[config.mk]
export PLATFORM = sky130hd
export DESIGN_NAME = sdf_bf2_stage_flat
export DESIGN_NICKNAME = d
export VERILOG_FILES = /design/src/rtl/sdf_bf2_if.sv /design/src/rtl/sdf_bf2_stage.sv /design/src/flat_wrapper.sv
export SDC_FILE = /design/constraint.sdc
export NUM_CORES = 1
export LEC_CHECK = 0
export ABC_AREA = 1
export ABC_CLOCK_PERIOD_IN_PS = 6650
export BUFFER_PORTS_ARGS = -buffer_cell sky130_fd_sc_hd__buf_2
export CAP_MARGIN = 30
export CORE_UTILIZATION = 25
export DETAILED_ROUTE_END_ITERATION = 12
export PLACE_DENSITY_LB_ADDON = 0.12
export SETUP_SLACK_MARGIN = 0.02
export SLEW_MARGIN = 20
export SYNTH_ARGS = -nofsm -noshare
export SYNTH_HDL_FRONTEND = slang
export SYNTH_SLANG_ARGS = --single-unit
[constraint.sdc]
create_clock -name clk -period 6.65 [get_ports clk]
set_input_delay 0.3325 -clock clk [delete_from_list [all_inputs] [get_ports clk]]
set_output_delay 0.3325 -clock clk [all_outputs]
set_load 0.01 [all_outputs]
[src/rtl/sdf_bf2_if.sv]
// Streaming complex sample bus between an SDF butterfly stage and its producer/consumer.
interface sdf_bf2_if #(
  parameter int unsigned WIDTH = 16
);
  logic                    i_valid;
  logic                    i_start;
  logic signed [WIDTH-1:0] i_rX;
  logic signed [WIDTH-1:0] i_iX;
  logic                    o_valid;
  logic signed [WIDTH:0]   o_rZ;
  logic signed [WIDTH:0]   o_iZ;

  modport master (
    output i_valid, i_start, i_rX, i_iX,
    input  o_valid, o_rZ, o_iZ
  );

  modport slave (
    input  i_valid, i_start, i_rX, i_iX,
    output o_valid, o_rZ, o_iZ
  );
endinterface

[src/rtl/sdf_bf2_stage.sv]
// Radix-2^2 single-path delay-feedback butterfly stage (BF2I or BF2II by MODE).
// Streams one complex sample per valid cycle; output is registered with one bit of growth.
module sdf_bf2_stage #(
  parameter int unsigned WIDTH = 16,
  parameter int unsigned DEPTH = 8,
  parameter int unsigned MODE  = 0
) (
  input  logic      clk,
  input  logic      rst,
  sdf_bf2_if.slave  bus
);
  localparam int unsigned AW = $clog2(DEPTH);
  localparam int unsigned CW = AW + 1 + MODE;
  localparam int unsigned OW = WIDTH + 1;

  logic [CW-1:0]        cnt_q, cnt_d, cnt_eff;
  logic                 primed_q;
  logic                 o_valid_q;
  logic signed [OW-1:0] o_r_q, o_i_q;
  logic signed [OW-1:0] dl_r_q [DEPTH];
  logic signed [OW-1:0] dl_i_q [DEPTH];

  logic                 ph, rot;
  logic signed [OW-1:0] x_r, x_i, xp_r, xp_i;
  logic signed [OW-1:0] head_r, head_i;
  logic signed [OW-1:0] out_r, out_i, din_r, din_i;

  // Frame position, optional -j rotation and the butterfly itself.
  always_comb begin
    cnt_eff = bus.i_start ? '0 : cnt_q;
    cnt_d   = cnt_eff + CW'(1);
    ph      = cnt_eff[AW];
    rot     = (MODE == 1) && ph && cnt_eff[CW-1];
    x_r     = OW'(bus.i_rX);
    x_i     = OW'(bus.i_iX);
    xp_r    = x_r;
    xp_i    = x_i;
    if (rot) begin
      xp_r = x_i;
      xp_i = -x_r;
    end
    head_r = dl_r_q[DEPTH-1];
    head_i = dl_i_q[DEPTH-1];
    out_r  = head_r;
    out_i  = head_i;
    din_r  = x_r;
    din_i  = x_i;
    if (ph) begin
      out_r = head_r + xp_r;
      out_i = head_i + xp_i;
      din_r = head_r - xp_r;
      din_i = head_i - xp_i;
    end
  end

  // All state advances only on accepted samples; reset wins over a coincident sample.
  always_ff @(posedge clk) begin
    if (rst) begin
      cnt_q     <= '0;
      primed_q  <= 1'b0;
      o_valid_q <= 1'b0;
      o_r_q     <= '0;
      o_i_q     <= '0;
      for (int unsigned k = 0; k < DEPTH; k++) begin
        dl_r_q[k] <= '0;
        dl_i_q[k] <= '0;
      end
    end else begin
      o_valid_q <= bus.i_valid & (primed_q | ph);
      if (bus.i_valid) begin
        cnt_q <= cnt_d;
        if (ph) primed_q <= 1'b1;
        o_r_q     <= out_r;
        o_i_q     <= out_i;
        dl_r_q[0] <= din_r;
        dl_i_q[0] <= din_i;
        for (int unsigned k = 1; k < DEPTH; k++) begin
          dl_r_q[k] <= dl_r_q[k-1];
          dl_i_q[k] <= dl_i_q[k-1];
        end
      end
    end
  end

  assign bus.o_valid = o_valid_q;
  assign bus.o_rZ    = o_r_q;
  assign bus.o_iZ    = o_i_q;
endmodule

[src/flat_wrapper.sv]
// flat-port wrapper written by rule: the top's interface ports become plain ports
module sdf_bf2_stage_flat 
#(
  parameter int unsigned WIDTH = 16,
  parameter int unsigned DEPTH = 8,
  parameter int unsigned MODE  = 0
)
  (clk, rst, bus_i_valid, bus_i_start, bus_i_rX, bus_i_iX, bus_o_valid, bus_o_rZ, bus_o_iZ);
  sdf_bf2_if #(.WIDTH(WIDTH)) bus_i ();
  input  logic clk;
  input  logic rst;
  input wire logic [$bits(bus_i.i_valid)-1:0] bus_i_valid;
  input wire logic [$bits(bus_i.i_start)-1:0] bus_i_start;
  input wire logic [$bits(bus_i.i_rX)-1:0] bus_i_rX;
  input wire logic [$bits(bus_i.i_iX)-1:0] bus_i_iX;
  output wire logic [$bits(bus_i.o_valid)-1:0] bus_o_valid;
  output wire logic [$bits(bus_i.o_rZ)-1:0] bus_o_rZ;
  output wire logic [$bits(bus_i.o_iZ)-1:0] bus_o_iZ;
  assign bus_i.i_valid = bus_i_valid;
  assign bus_i.i_start = bus_i_start;
  assign bus_i.i_rX = bus_i_rX;
  assign bus_i.i_iX = bus_i_iX;
  assign bus_o_valid = bus_i.o_valid;
  assign bus_o_rZ = bus_i.o_rZ;
  assign bus_o_iZ = bus_i.o_iZ;
  sdf_bf2_stage #(.WIDTH(WIDTH), .DEPTH(DEPTH), .MODE(MODE)) u_core (.clk(clk), .rst(rst), .bus(bus_i));
endmodule
==> reports/qor_table.md, run 1 <==
| Step | Result | Value |
|:---|:---|:---|
| sta | Count of pins over their slew limit | 0 |
| sta | Worst slew slack as a fraction of its limit | 38.2% |
| routing | Vias | 11300 |
| routing | Total Routed Length | 39500 um |
| grt | Global-route wire length before repair | 62500 um |
| placed design | Placed standard-cell area | 0.0174 mm2 |
| grt | GR Overflow Total | 0 |
| worst setup path | Data required time at the worst endpoint | 6.81 ns |
| logic synthesis | Synthesized area per cell | 8.67 um2 |
| sta | Final number of hold-violating endpoints | 0 |
| clock network | Clk sinks | 312 |
| worst setup path | Data arrival time of the critical path | 2.83 ns |
| die | Placeable Area | 0.0645 mm2 |
| power and ir drop | Highest ir drop seen on vdd | 0.000134 V |
| routing | Detailed-route vias per instance | 4.02 |
| sta | Final min period | 2.67 ns |
| logic synthesis | Synth unique cells | 39 |
| clock network | Clock input transition at the sequential cells of the worst setup and hold paths | 0.06 ns |
| placed design | DPL Wire Length | 26400 um |
| finish | Antenna diode count | 0 |
| power and ir drop | Total power consumption of the routed design | 4750 uW |
| placed design | Pre-CTS worst setup slack | 3.34 ns |
| finish | Final design area excluding fillers | 0.0185 mm2 |
| die | Starting density of the core | 25.3% |
| logic synthesis | Post-synthesis sequential element count | 312 |
| routing | Residual DRC | 0 |
| finish | Count of nets after finishing | 2027 |
| routing | Post-detailed-route count of antenna-violating nets | 0 |
| clock network | Setup repair bufs after CTS | 0 |
| clock network | Post-CTS Hold Buffers | 0 |
| status | Status | finished clean |
| logic synthesis | Synthesized net count | 1985 |
| sta | Fmax | 374 MHz |
| worst setup path | Worst Reg2Reg Path Length in Cells | 8 |
| clock network | Latest clock arrival within the worst-skew pair | 0.55 ns |
| sta | Setup repair after global routing missed its margin | no |
| finish | Ratio of cells with drive above 1 in the final layout | 8.52% |
| die | Overall die height | 257 um |
| routing | Detail-routed net length per standard cell | 14.1 um |
| placed design | Number of port buffers | 70 |
| die | Area enclosed by the die boundary | 0.0663 mm2 |
| hold path | Class of the worst hold path | input port to flop |
| logic synthesis | Fraction of registers with async set/reset | 0% |
| grt | Vias in the first global route | 10800 |
| clock network | Clock tree from TritonCTS | built |
| worst setup path | Nature of the critical path startpoint | input port |
| clock network | Clk buf depth | 3 |
| routing | Total iterations of the first detailed-routing run | 5 |
| logic synthesis | Most used flip-flop cell after synthesis | sky130_fd_sc_hd__edfxtp_1 |
| hold path | Min-Delay Path Depth | 3 |
| run | Number of max-cap violations | 0 |
| sta | Share of the cycle needed by the critical path after routing | 40.2% |
| die | Number of top-level pins | 71 |
| logic synthesis | Summed instance area of the synthesized netlist | 0.0163 mm2 |
| routing | Number of DRC violations after detailed-routing iteration 0 | 611 |
| die | Number of placement rows | 93 |
| grt | GRT Util Overall | 12.0% |
| worst setup path | Crit-path max FO | 160 |
| logic synthesis | Cell count after synthesis | 1880 |
| logic synthesis | Number of enable-type register cells in the synthesized netlist | 272 |
| finish | Area delta synth->final | 13.4% |
| sta | Setup WS post-layout | 3.98 ns |
| grt | Maximum number of pins on one net before global-route repair | 161 |
| sta | Finish-stage setup viols | 0 |
| worst setup path | Critical path endpoint category | flop |
| logic synthesis | Number of warnings printed during yosys synthesis | 0 |
| clock network | Quantity of gates resized following cts | 0 |
| placed design | GPL Wtd Cong | 0.837 |
| sta | Setup Skew | 0.0213 ns |
| sta | Summed negative setup slack over all endpoints | 0 ns |
| clock network | Root buffer cell | sky130_fd_sc_hd__clkbuf_16 |
| clock network | Num CTS Buffers | 37 |
| die | Die X | 257 um |
| power and ir drop | Power per Cell Area | 257 mW/mm2 |
| worst setup path | Type of the worst setup path | input port to flop |
| grt | Antenna violations before repair | 1 |
| clock network | Clock H-tree levels | 2 |
| logic synthesis | Part of the Yosys area used for sequential elements | 55.0% |
| sta | Measured slew at the worst slew-check pin | 0.927 ns |
| power and ir drop | Leakage Power | 0.00847 uW |
==> cell usage after synthesis, types with 6 or more instances <==
| library cell | count | area [um2] |
|---|---|---|
| sky130_fd_sc_hd__a21oi_1 | 74 | 370 |
| sky130_fd_sc_hd__buf_1 | 7 | 26.3 |
| sky130_fd_sc_hd__buf_2 | 28 | 140 |
| sky130_fd_sc_hd__buf_4 | 19 | 143 |
| sky130_fd_sc_hd__buf_6 | 10 | 113 |
| sky130_fd_sc_hd__clkbuf_1 | 10 | 37.5 |
| sky130_fd_sc_hd__dfxtp_1 | 40 | 801 |
| sky130_fd_sc_hd__edfxtp_1 | 272 | 8170 |
| sky130_fd_sc_hd__ha_1 | 65 | 813 |
| sky130_fd_sc_hd__inv_1 | 427 | 1600 |
| sky130_fd_sc_hd__inv_2 | 6 | 22.5 |
| sky130_fd_sc_hd__nand2_1 | 341 | 1280 |
| sky130_fd_sc_hd__nand2_2 | 14 | 87.6 |
| sky130_fd_sc_hd__nand3_1 | 77 | 385 |
| sky130_fd_sc_hd__nand4_1 | 6 | 37.5 |
| sky130_fd_sc_hd__nor2_1 | 342 | 1280 |
| sky130_fd_sc_hd__o21ai_0 | 49 | 245 |
| sky130_fd_sc_hd__o21ai_1 | 9 | 45.0 |
| sky130_fd_sc_hd__o21bai_1 | 10 | 75.1 |
| sky130_fd_sc_hd__xor2_1 | 19 | 166 |
==> path summary, 6_finish.rpt <==
path                  startpoint                   end  slack (ns)
max reg2reg      u_core.cnt_q[3]   u_core.dl_i_q[0][8]        4.10
max                          rst  u_core.dl_i_q[1][14]        3.98
min                  bus_i_start       u_core.cnt_q[2]        0.19
min reg2reg  u_core.bus.o_iZ[15]   u_core.bus.o_iZ[15]        0.45
==> cells in the final DEF, fill, tap and decap left out, drive strengths merged <==
master,n
nand4,6
nand2,358
and3,1
buf,77
fa,4
a31oi,1
clkbuf,47
nand3,77
o22ai,3
o21bai,10
xnor2,5
nor3b,1
nor3,7
or2,5
nor2,348
a22o,2
dfxtp,40
edfxtp,272
nand3b,2
clkinv,17
ha,65
o21ai,58
and2,5
inv,434
o211ai,5
clkinvlp,1
a21oi,79
xor2,19
==> worst max-delay path, cell delays in order <==
cell and delay [ns]:
sky130_fd_sc_hd__buf_4 0.62, sky130_fd_sc_hd__nor2_4 0.24, sky130_fd_sc_hd__inv_8 0.59, sky130_fd_sc_hd__buf_12 0.63
==> routing by layer <==
metal	wire [um]	vias to the layer above	global-route usage, %
met5	13	-	0
li1	-	5869	-
met2	15400	145	16.3
met4	860	2	3.48
met3	1470	57	2.09
met1	21900	5208	18.9
==> report_power, final <==
part	switching (uW)	internal, uW
logic	397	178
registers	58.4	2260
clock network	816	1040
==> registers in the layout, indices dropped and copies added (netlist names) <==
name / cells
u_core.dl_r_q: 136
u_core.bus.o_iZ: 17
u_core.dl_i_q: 136
u_core.primed_q: 1
u_core.cnt_q: 4
u_core.bus.o_valid: 1
u_core.bus.o_rZ: 17
==> cell families after synthesis <==
kind of cell	synth area share [%]
flops	55.0
fa+ha+maj	5.48
buf+inv	12.8
simple gates	20.2
xor+xnor	1.29
compound gates	5.27
==> area by class of cell <==
class                   count  area [um2]
inverters                 433        1640
clock inverters            19        97.6
well taps                 855        1070
fillers                  6953       46000
flip-flops and latches    312        8970
repair buffers             77         483
multi-input cells        1061        5270
clock buffers              47         973
==> per-stage QoR <==
step | util [%] | instances | hold slack, ns
6_report | 28.7 | 2804 | 0.192
5_1_grt | 28.7 | 2804 | 0.193
4_1_cts | 28.6 | 2802 | 0.153
3_5_place_dp | 27.0 | 2736 | 0.437
3_3_place_gp | 26.9 | 2735 | 0.435
2_1_floorplan | - | 1880 | 0.445
Note: power is estimated with default switching activity, not from simulation.
==> run 2: changes to the inputs <==
ABC_CLOCK_PERIOD_IN_PS = 2270   (was 6650)
clock period = 2.27 ns   (was 6.65 ns; I/O delays follow)
==> reports/qor_table.md, run 2 (synthesis gave the netlist of run 1 again) <==
| Step | Result | Value | Delta |
|:---|:---|:---|:---|
| finish | Count of nets after finishing | 2100 | was 2027 |
| routing | Detail-routed net length per standard cell | 15.0 um | was 14.1 um |
| sta | Worst slew slack as a fraction of its limit | 43.5% | was 38.2% |
| finish | Ratio of cells with drive above 1 in the final layout | 13.3% | was 8.52% |
| routing | Residual DRC | 0 | unchanged |
| grt | Global-route wire length before repair | 67100 um | was 62500 um |
| sta | Share of the cycle needed by the critical path after routing | 94.7% |  |
| power and ir drop | Leakage Power | 0.00891 uW | was 0.00847 uW |
| placed design | DPL Wire Length | 30000 um | was 26400 um |
| placed design | Pre-CTS worst setup slack | -0.310 ns | was 3.34 ns |
| power and ir drop | Power Internal | 10800 uW | was 3470 uW |
| worst setup path | Crit-path max FO | 5 | was 160 |
| worst setup path | Cell Chain, Critical Path | ha_1, nand3_1, nand2_1, nand2_1, nand2_1, xor2_1, o21ai_2, buf_4, inv_1 | was buf_4, nor2_4, inv_8, buf_12 |
| grt | GR Overflow Total | 0 | unchanged |
| power and ir drop | Highest ir drop seen on vdd | 0.000440 V | was 0.000134 V |
| clock network | Clock H-tree levels | 2 | unchanged |
| clock network | Clock tree from TritonCTS | built | unchanged |
| worst setup path | Worst Reg2Reg Path Length in Cells | 9 | was 8 |
| finish | Area delta synth->final | 18.8% | was 13.4% |
| power and ir drop | Gate power share | 13.3% | was 12.1% |
| finish | Final-layout fill cell count | 6863 | was 6953 |
| status | Status | finished clean | unchanged |
| routing | Number of DRC violations after detailed-routing iteration 0 | 713 | was 611 |
| finish | Most used cells in the layout excluding fill and tap cells | 425 x sky130_fd_sc_hd__inv_1, 340 x sky130_fd_sc_hd__nor2_1, 339 x sky130_fd_sc_hd__nand2_1 | was 425 x sky130_fd_sc_hd__inv_1, 342 x sky130_fd_sc_hd__nor2_1, 341 x sky130_fd_sc_hd__nand2_1 |
| hold path | Class of the worst hold path | input port to flop | unchanged |
| sta | Final number of hold-violating endpoints | 0 | unchanged |
| worst setup path | Type of the worst setup path | flop to flop | was input port to flop |
| finish | Most common library cell in the layout ignoring fill and taps | sky130_fd_sc_hd__inv_1 | unchanged |
| worst setup path | Nature of the critical path startpoint | flop | was input port |
| finish | Final design area excluding fillers | 0.0194 mm2 | was 0.0185 mm2 |
| routing | Post-detailed-route count of antenna-violating nets | 0 | unchanged |
| grt | Vias in the first global route | 11200 | was 10800 |
| grt | GRT Util Overall | 13.1% | was 12.0% |
| worst setup path | Slowest cell on crit path | sky130_fd_sc_hd__edfxtp_1 | was sky130_fd_sc_hd__buf_12 |
| routing | Vias | 11600 | was 11300 |
| die | Number of placement rows | 93 | unchanged |
| hold path | Min-Delay Path Depth | 5 | was 3 |
| worst setup path | Worst path max stage delay | 0.48 ns | was 0.63 ns |
| power and ir drop | Clock group share of total power | 40.9% | was 39.0% |
| worst setup path | Critical path endpoint category | flop | unchanged |
| worst setup path | Buf/Inv on CP | 2 | was 3 |
| die | Starting density of the core | 25.3% | unchanged |
| placed design | Placed standard-cell area | 0.0180 mm2 | was 0.0174 mm2 |
| finish | Antenna diode count | 0 | unchanged |
| worst setup path | WP depth | 9 | was 4 |
| worst setup path | Largest delay contributor family on the critical path | flip-flops | was buffers and inverters |
| routing | Total Routed Length | 43300 um | was 39500 um |
| sta | Setup repair after global routing missed its margin | no | unchanged |
| placed design | Placed instance count | 2802 | was 2736 |
| finish | Registers with the most flip-flops | u_core.dl_i_q: 136 flops, u_core.dl_r_q: 136 flops | unchanged |
| finish | Core occupancy in the finished layout | 30.1% | was 28.7% |
| die | Placeable Area | 0.0645 mm2 | unchanged |
| sta | Summed negative setup slack over all endpoints | 0 ns | unchanged |
| sta | Setup WS post-layout | 0.120 ns | was 3.98 ns |
| sta | Count of pins over their slew limit | 0 | unchanged |
| worst setup path | Data required time at the worst endpoint | 2.59 ns | was 6.81 ns |
| sta | Final min period | 2.15 ns |  |
| clock network | Num CTS Buffers | 38 | was 37 |
| placed design | Number of port buffers | 70 | unchanged |
| power and ir drop | Proportion of power drawn by flip-flops and latches | 45.8% | was 48.9% |
| worst setup path | Most Frequent Cell on Critical Path | sky130_fd_sc_hd__nand2_1 |  |
| sta | Fmax | 465 MHz |  |
| routing | Detailed-route vias per instance | 4.03 | was 4.02 |
| sta | Setup Skew | 0.0232 ns | was 0.0213 ns |
| clock network | Clk buf depth | 3 | unchanged |
| placed design | GPL Wtd Cong | 0.863 | was 0.837 |
| die | Number of top-level pins | 71 | unchanged |
| power and ir drop | NetSw | 4010 uW | was 1270 uW |
| worst setup path | Data arrival time of the critical path | 2.47 ns | was 2.83 ns |
| power and ir drop | Power per Cell Area | 763 mW/mm2 | was 257 mW/mm2 |
| die | Die X | 257 um | unchanged |
| routing | Total iterations of the first detailed-routing run | 5 | unchanged |
| grt | Maximum number of pins on one net before global-route repair | 79 | was 161 |
| clock network | Latest clock arrival within the worst-skew pair | 0.57 ns | was 0.55 ns |
| clock network | Clk sinks | 312 | unchanged |
| sta | Measured slew at the worst slew-check pin | 0.848 ns | was 0.927 ns |
| sta | Finish-stage setup viols | 0 | unchanged |
| finish | Filler-free cell count of the finished design | 2878 | was 2804 |
| clock network | Clock input transition at the sequential cells of the worst setup and hold paths | 0.06 ns | about the same |
| die | Area enclosed by the die boundary | 0.0663 mm2 | unchanged |
| run | Number of max-cap violations | 0 | unchanged |
| clock network | Root buffer cell | sky130_fd_sc_hd__clkbuf_16 | unchanged |
| die | Overall die height | 257 um | unchanged |
| power and ir drop | Switching part of the total power | 27.1% | was 26.8% |
| grt | Antenna violations before repair | 0 | was 1 |
## run 2: cell types whose count changed in the layout (fill, tap and decap cells not counted), moves of 4 or more
cell                            delta
sky130_fd_sc_hd__clkinv_1          -7
sky130_fd_sc_hd__clkbuf_8          +4
sky130_fd_sc_hd__o21ai_0           -5
sky130_fd_sc_hd__dlygate4sd3_1     +5
sky130_fd_sc_hd__ha_1             -12
sky130_fd_sc_hd__o21ai_2           +6
sky130_fd_sc_hd__ha_4              +4
sky130_fd_sc_hd__buf_4            +61
sky130_fd_sc_hd__ha_2              +8
sky130_fd_sc_hd__buf_12            +8
## run 2: final timing paths
path | start | end | slack (ns)
worst min register to register | u_core.bus.o_rZ[16] | u_core.bus.o_rZ[16] | 0.45
worst max register to register | u_core.dl_r_q[0][120] | u_core.dl_r_q[0][7] | 0.12
worst min-delay path | bus_i_iX[13] | u_core.dl_i_q[0][13] | 0.05
worst max-delay path | u_core.dl_r_q[0][120] | u_core.dl_r_q[0][7] | 0.12
## run 2: stage by stage
| stage | hold WS, ns | power, uW |
|---|---|---|
| final | 0.0541 | 14800 |
| after global routing | 0.0443 | 15500 |
| after CTS | 0.00696 | 15000 |
| after detailed placement | 0.436 | 8820 |
| after global placement | 0.435 | 8840 |
| after floorplan | 0.282 | 8130 |
## run 2: metal layers
metal  part of all wire, %  up-vias  track usage, %  routed length [um]
li1                      -     6008               -                   -
met1                    55     5374            20.8               23800
met2                    40      174            18.0               17200
met3                   3.3       53            1.82                1440
met4                   2.1        0            3.58                 919
met5                     0        -               0                   0
## run 2: layout make-up
class	count	area, um2	share of cell area [%]
clock buffer	51	1070	5.53
clock inverter	17	160	0.826
inverter	433	1630	8.43
multi-input combinational	1061	5380	27.8
sequential	312	8970	46.3
tap	855	1070	5.52
timing repair buffer	149	1100	5.66
## run 2: worst reg2reg max path: stages, from the launching register on
cell,delay [ns]
sky130_fd_sc_hd__edfxtp_1,0.48
sky130_fd_sc_hd__ha_1,0.35
sky130_fd_sc_hd__nand3_1,0.09
sky130_fd_sc_hd__nand2_1,0.12
sky130_fd_sc_hd__nand2_1,0.08
sky130_fd_sc_hd__nand2_1,0.10
sky130_fd_sc_hd__xor2_1,0.17
sky130_fd_sc_hd__o21ai_2,0.32
sky130_fd_sc_hd__buf_4,0.17
sky130_fd_sc_hd__inv_1,0.03
## run 2: power groups by stage
stage	Clock [uW]	Sequential, uW	Combinational (uW)
after global placement	0	6890	1950
after global routing	6490	6810	2230
after floorplan	0	6880	1260
final	6050	6770	1970
after detailed placement	0	6890	1930
after CTS	6310	6770	1960
## run 2: repair_timing
item | CTS | global route
hold buffers | 5 | 0
endpoints found under the setup margin | 8 | 31
endpoints found under the hold margin | 6 | 0
resized for setup | 10 | 24
pin swaps | 0 | 3
buffers inserted | 0 | 3
==> run 3: changes to the inputs <==
BUFFER_PORTS_ARGS = unset   (was -buffer_cell sky130_fd_sc_hd__buf_2)
DONT_BUFFER_PORTS = 1   (was unset)
==> reports/qor_table.md, run 3 (synthesis gave the netlist of run 1 again) <==
| Step | Result | Value | Delta |
|:---|:---|:---|:---|
| die | Die X | 257 um | unchanged |
| finish | Registers with the most flip-flops | u_core.dl_i_q: 136 flops, u_core.dl_r_q: 136 flops | unchanged |
| clock network | Clock H-tree levels | 2 | unchanged |
| sta | Summed negative setup slack over all endpoints | 0 ns | unchanged |
| worst setup path | Crit-path max FO | 5 | unchanged |
| status | Status | finished clean | unchanged |
| grt | Maximum number of pins on one net before global-route repair | 81 | was 79 |
| sta | Worst slew slack as a fraction of its limit | 52.2% | was 43.5% |
| routing | Met1 WL | 22600 um | was 23800 um |
| clock network | Clk sinks | 312 | unchanged |
| grt | Antenna violations before repair | 0 | unchanged |
| clock network | Num CTS Buffers | 37 | was 38 |
| clock network | Clock tree from TritonCTS | built | unchanged |
| finish | Most used cells in the layout excluding fill and tap cells | 425 x sky130_fd_sc_hd__inv_1, 339 x sky130_fd_sc_hd__nor2_1, 337 x sky130_fd_sc_hd__nand2_1 | was 425 x sky130_fd_sc_hd__inv_1, 340 x sky130_fd_sc_hd__nor2_1, 339 x sky130_fd_sc_hd__nand2_1 |
| routing | Total iterations of the first detailed-routing run | 5 | unchanged |
| finish | Ratio of cells with drive above 1 in the final layout | 10.4% | was 13.3% |
| die | Number of placement rows | 93 | unchanged |
| hold path | Class of the worst hold path | input port to flop | unchanged |
| finish | Count of nets after finishing | 2062 | was 2100 |
| hold path | Min-Delay Path Depth | 2 | was 5 |
| placed design | Placed instance count | 2736 | was 2802 |
| routing | Number of DRC violations after detailed-routing iteration 0 | 638 | was 713 |
| sta | Count of pins over their slew limit | 0 | unchanged |
| worst setup path | Cell Chain, Critical Path | ha_4, buf_4, nand2_1, inv_1, nand3_2, nor3_2, nand2_2, nand3_1, nand3_1, nand2_2, inv_1 | was ha_1, nand3_1, nand2_1, nand2_1, nand2_1, xor2_1, o21ai_2, buf_4, inv_1 |
| grt | Global-route wire length before repair | 66900 um | was 67100 um |
| finish | Core occupancy in the finished layout | 30.0% | was 30.1% |
| sta | Final min period | 2.19 ns | was 2.15 ns |
| worst setup path | Data arrival time of the critical path | 2.50 ns | was 2.47 ns |
| finish | Filler-free cell count of the finished design | 2840 | was 2878 |
| worst setup path | Worst path max stage delay | 0.48 ns | about the same |
| worst setup path | Nature of the critical path startpoint | flop | unchanged |
| routing | Post-detailed-route count of antenna-violating nets | 0 | unchanged |
| clock network | Latest clock arrival within the worst-skew pair | 0.56 ns | was 0.57 ns |
| run | Number of max-cap violations | 0 | unchanged |
| routing | Max layer used | met4 | unchanged |
| finish | Most common library cell in the layout ignoring fill and taps | sky130_fd_sc_hd__inv_1 | unchanged |
| die | Overall die height | 257 um | unchanged |
| sta | Final number of hold-violating endpoints | 0 | unchanged |
| routing | Total length of routed met3 wires | 1730 um | was 1440 um |
| sta | Finish-stage setup viols | 0 | unchanged |
| finish | Final-layout fill cell count | 6880 | was 6863 |
| power and ir drop | Leakage Power | 0.00868 uW | was 0.00891 uW |
| placed design | Number of port buffers | 0 | was 70 |
| routing | Total Routed Length | 43100 um | was 43300 um |
| placed design | Placed standard-cell area | 0.0176 mm2 | was 0.0180 mm2 |
| routing | Met2 wirelength from detailed routing | 17700 um | was 17200 um |
| placed design | DPL Wire Length | 28900 um | was 30000 um |
| grt | Vias in the first global route | 11100 | was 11200 |
| worst setup path | Type of the worst setup path | flop to flop | unchanged |
| worst setup path | Data required time at the worst endpoint | 2.59 ns | about the same |
| power and ir drop | Power per Cell Area | 758 mW/mm2 | was 763 mW/mm2 |
| die | Number of top-level pins | 71 | unchanged |
| worst setup path | Worst Reg2Reg Path Length in Cells | 11 | was 9 |
| finish | Final design area excluding fillers | 0.0193 mm2 | was 0.0194 mm2 |
| finish | Area delta synth->final | 18.5% | was 18.8% |
| sta | Setup Skew | 0.0165 ns | was 0.0232 ns |
| grt | GRT Util Overall | 13.1% | about the same |
| routing | Residual DRC | 0 | unchanged |
| routing | Vias | 11600 | about the same |
| grt | GR Overflow Total | 0 | unchanged |
| placed design | GPL Wtd Cong | 0.846 | was 0.863 |
| sta | Fmax | 457 MHz | was 465 MHz |
| routing | Detail-routed net length per standard cell | 15.2 um | was 15.0 um |
| power and ir drop | Highest ir drop seen on vdd | 0.000378 V | was 0.000440 V |
| sta | Share of the cycle needed by the critical path after routing | 96.5% | was 94.7% |
| worst setup path | Critical path endpoint category | flop | unchanged |
| clock network | Root buffer cell | sky130_fd_sc_hd__clkbuf_16 | unchanged |
| die | Area enclosed by the die boundary | 0.0663 mm2 | unchanged |
| die | Starting density of the core | 25.3% | unchanged |
| worst setup path | Slowest cell on crit path | sky130_fd_sc_hd__edfxtp_1 | unchanged |
| clock network | Clk buf depth | 3 | unchanged |
| sta | Measured slew at the worst slew-check pin | 0.710 ns | was 0.848 ns |
| routing | Detailed-route vias per instance | 4.09 | was 4.03 |
| clock network | Clock input transition at the sequential cells of the worst setup and hold paths | 0.06 ns | about the same |
| die | Placeable Area | 0.0645 mm2 | unchanged |
run 3: cell types whose count changed in the layout (fill, tap and decap cells not counted), sizes merged:
cell,delta
buf,-61
clkbuf,-3
clkinvlp,+1
dlygate4sd3,+24
diode,+1
clkinv,+1
inv,-3
bufinv,+2
run 3: layout make-up:
| type | count | area (um2) | area share, % |
|---|---|---|---|
| tap | 855 | 1070 | 5.54 |
| inverter | 433 | 1630 | 8.46 |
| antenna | 1 | 2.50 | 0.0130 |
| clock inverter | 18 | 190 | 0.984 |
| timing repair buffer | 112 | 1040 | 5.39 |
| multi-input combinational | 1061 | 5430 | 28.1 |
| sequential | 312 | 8970 | 46.4 |
| clock buffer | 48 | 988 | 5.12 |
run 3: final timing paths:
path,start,endpoint,slack (ns)
setup / recovery,u_core.dl_i_q[3][27],u_core.dl_i_q[0][14],0.08
setup reg to reg,u_core.dl_i_q[3][27],u_core.dl_i_q[0][14],0.08
hold reg to reg,u_core.primed_q,u_core.bus.o_valid,0.48
hold / removal,bus_i_iX[1],u_core.dl_i_q[0][1],0.04
run 3: critical path: cells and delay by family (launching register included):
family | cells | cell delay, ns
and+or+nand+nor | 7 | 0.79
DFF | 1 | 0.48
adders and majority gates | 1 | 0.34
buffers and inverters | 3 | 0.32
run 3: repair_timing:
item / in CTS / in global routing
setup endpoints to repair: 4 / 23
cloned: 0 / 0
buffers inserted: 0 / 7
hold buffers: 30 / 0
gates resized for setup: 9 / 34
pin swaps: 0 / 6
hold endpoints to repair: 108 / 0
run 3: power breakdown:
group	internal [uW]	total (uW)	switching [uW]
registers	6620	6790	171
logic	699	1930	1230
clock network	3440	5930	2490
total	10800	14600	3890
run 3: metrics by stage:
stage               hold WS (ns)  total power, uW  setup slack (ns)
floorplan                  0.282             8130             -2.66
global placement           0.269             8700            -0.219
detailed placement         0.278             8690            -0.228
CTS                      0.00371            14900            0.0570
global route              0.0190            15400          -0.00409
finish                    0.0367            14600            0.0805
run 3: per-layer routing:
metal	GRT usage, %	vias up
met5	0	-
met3	2.44	54
met2	18.4	161
met1	20.0	5455
li1	-	5951
met4	3.75	0
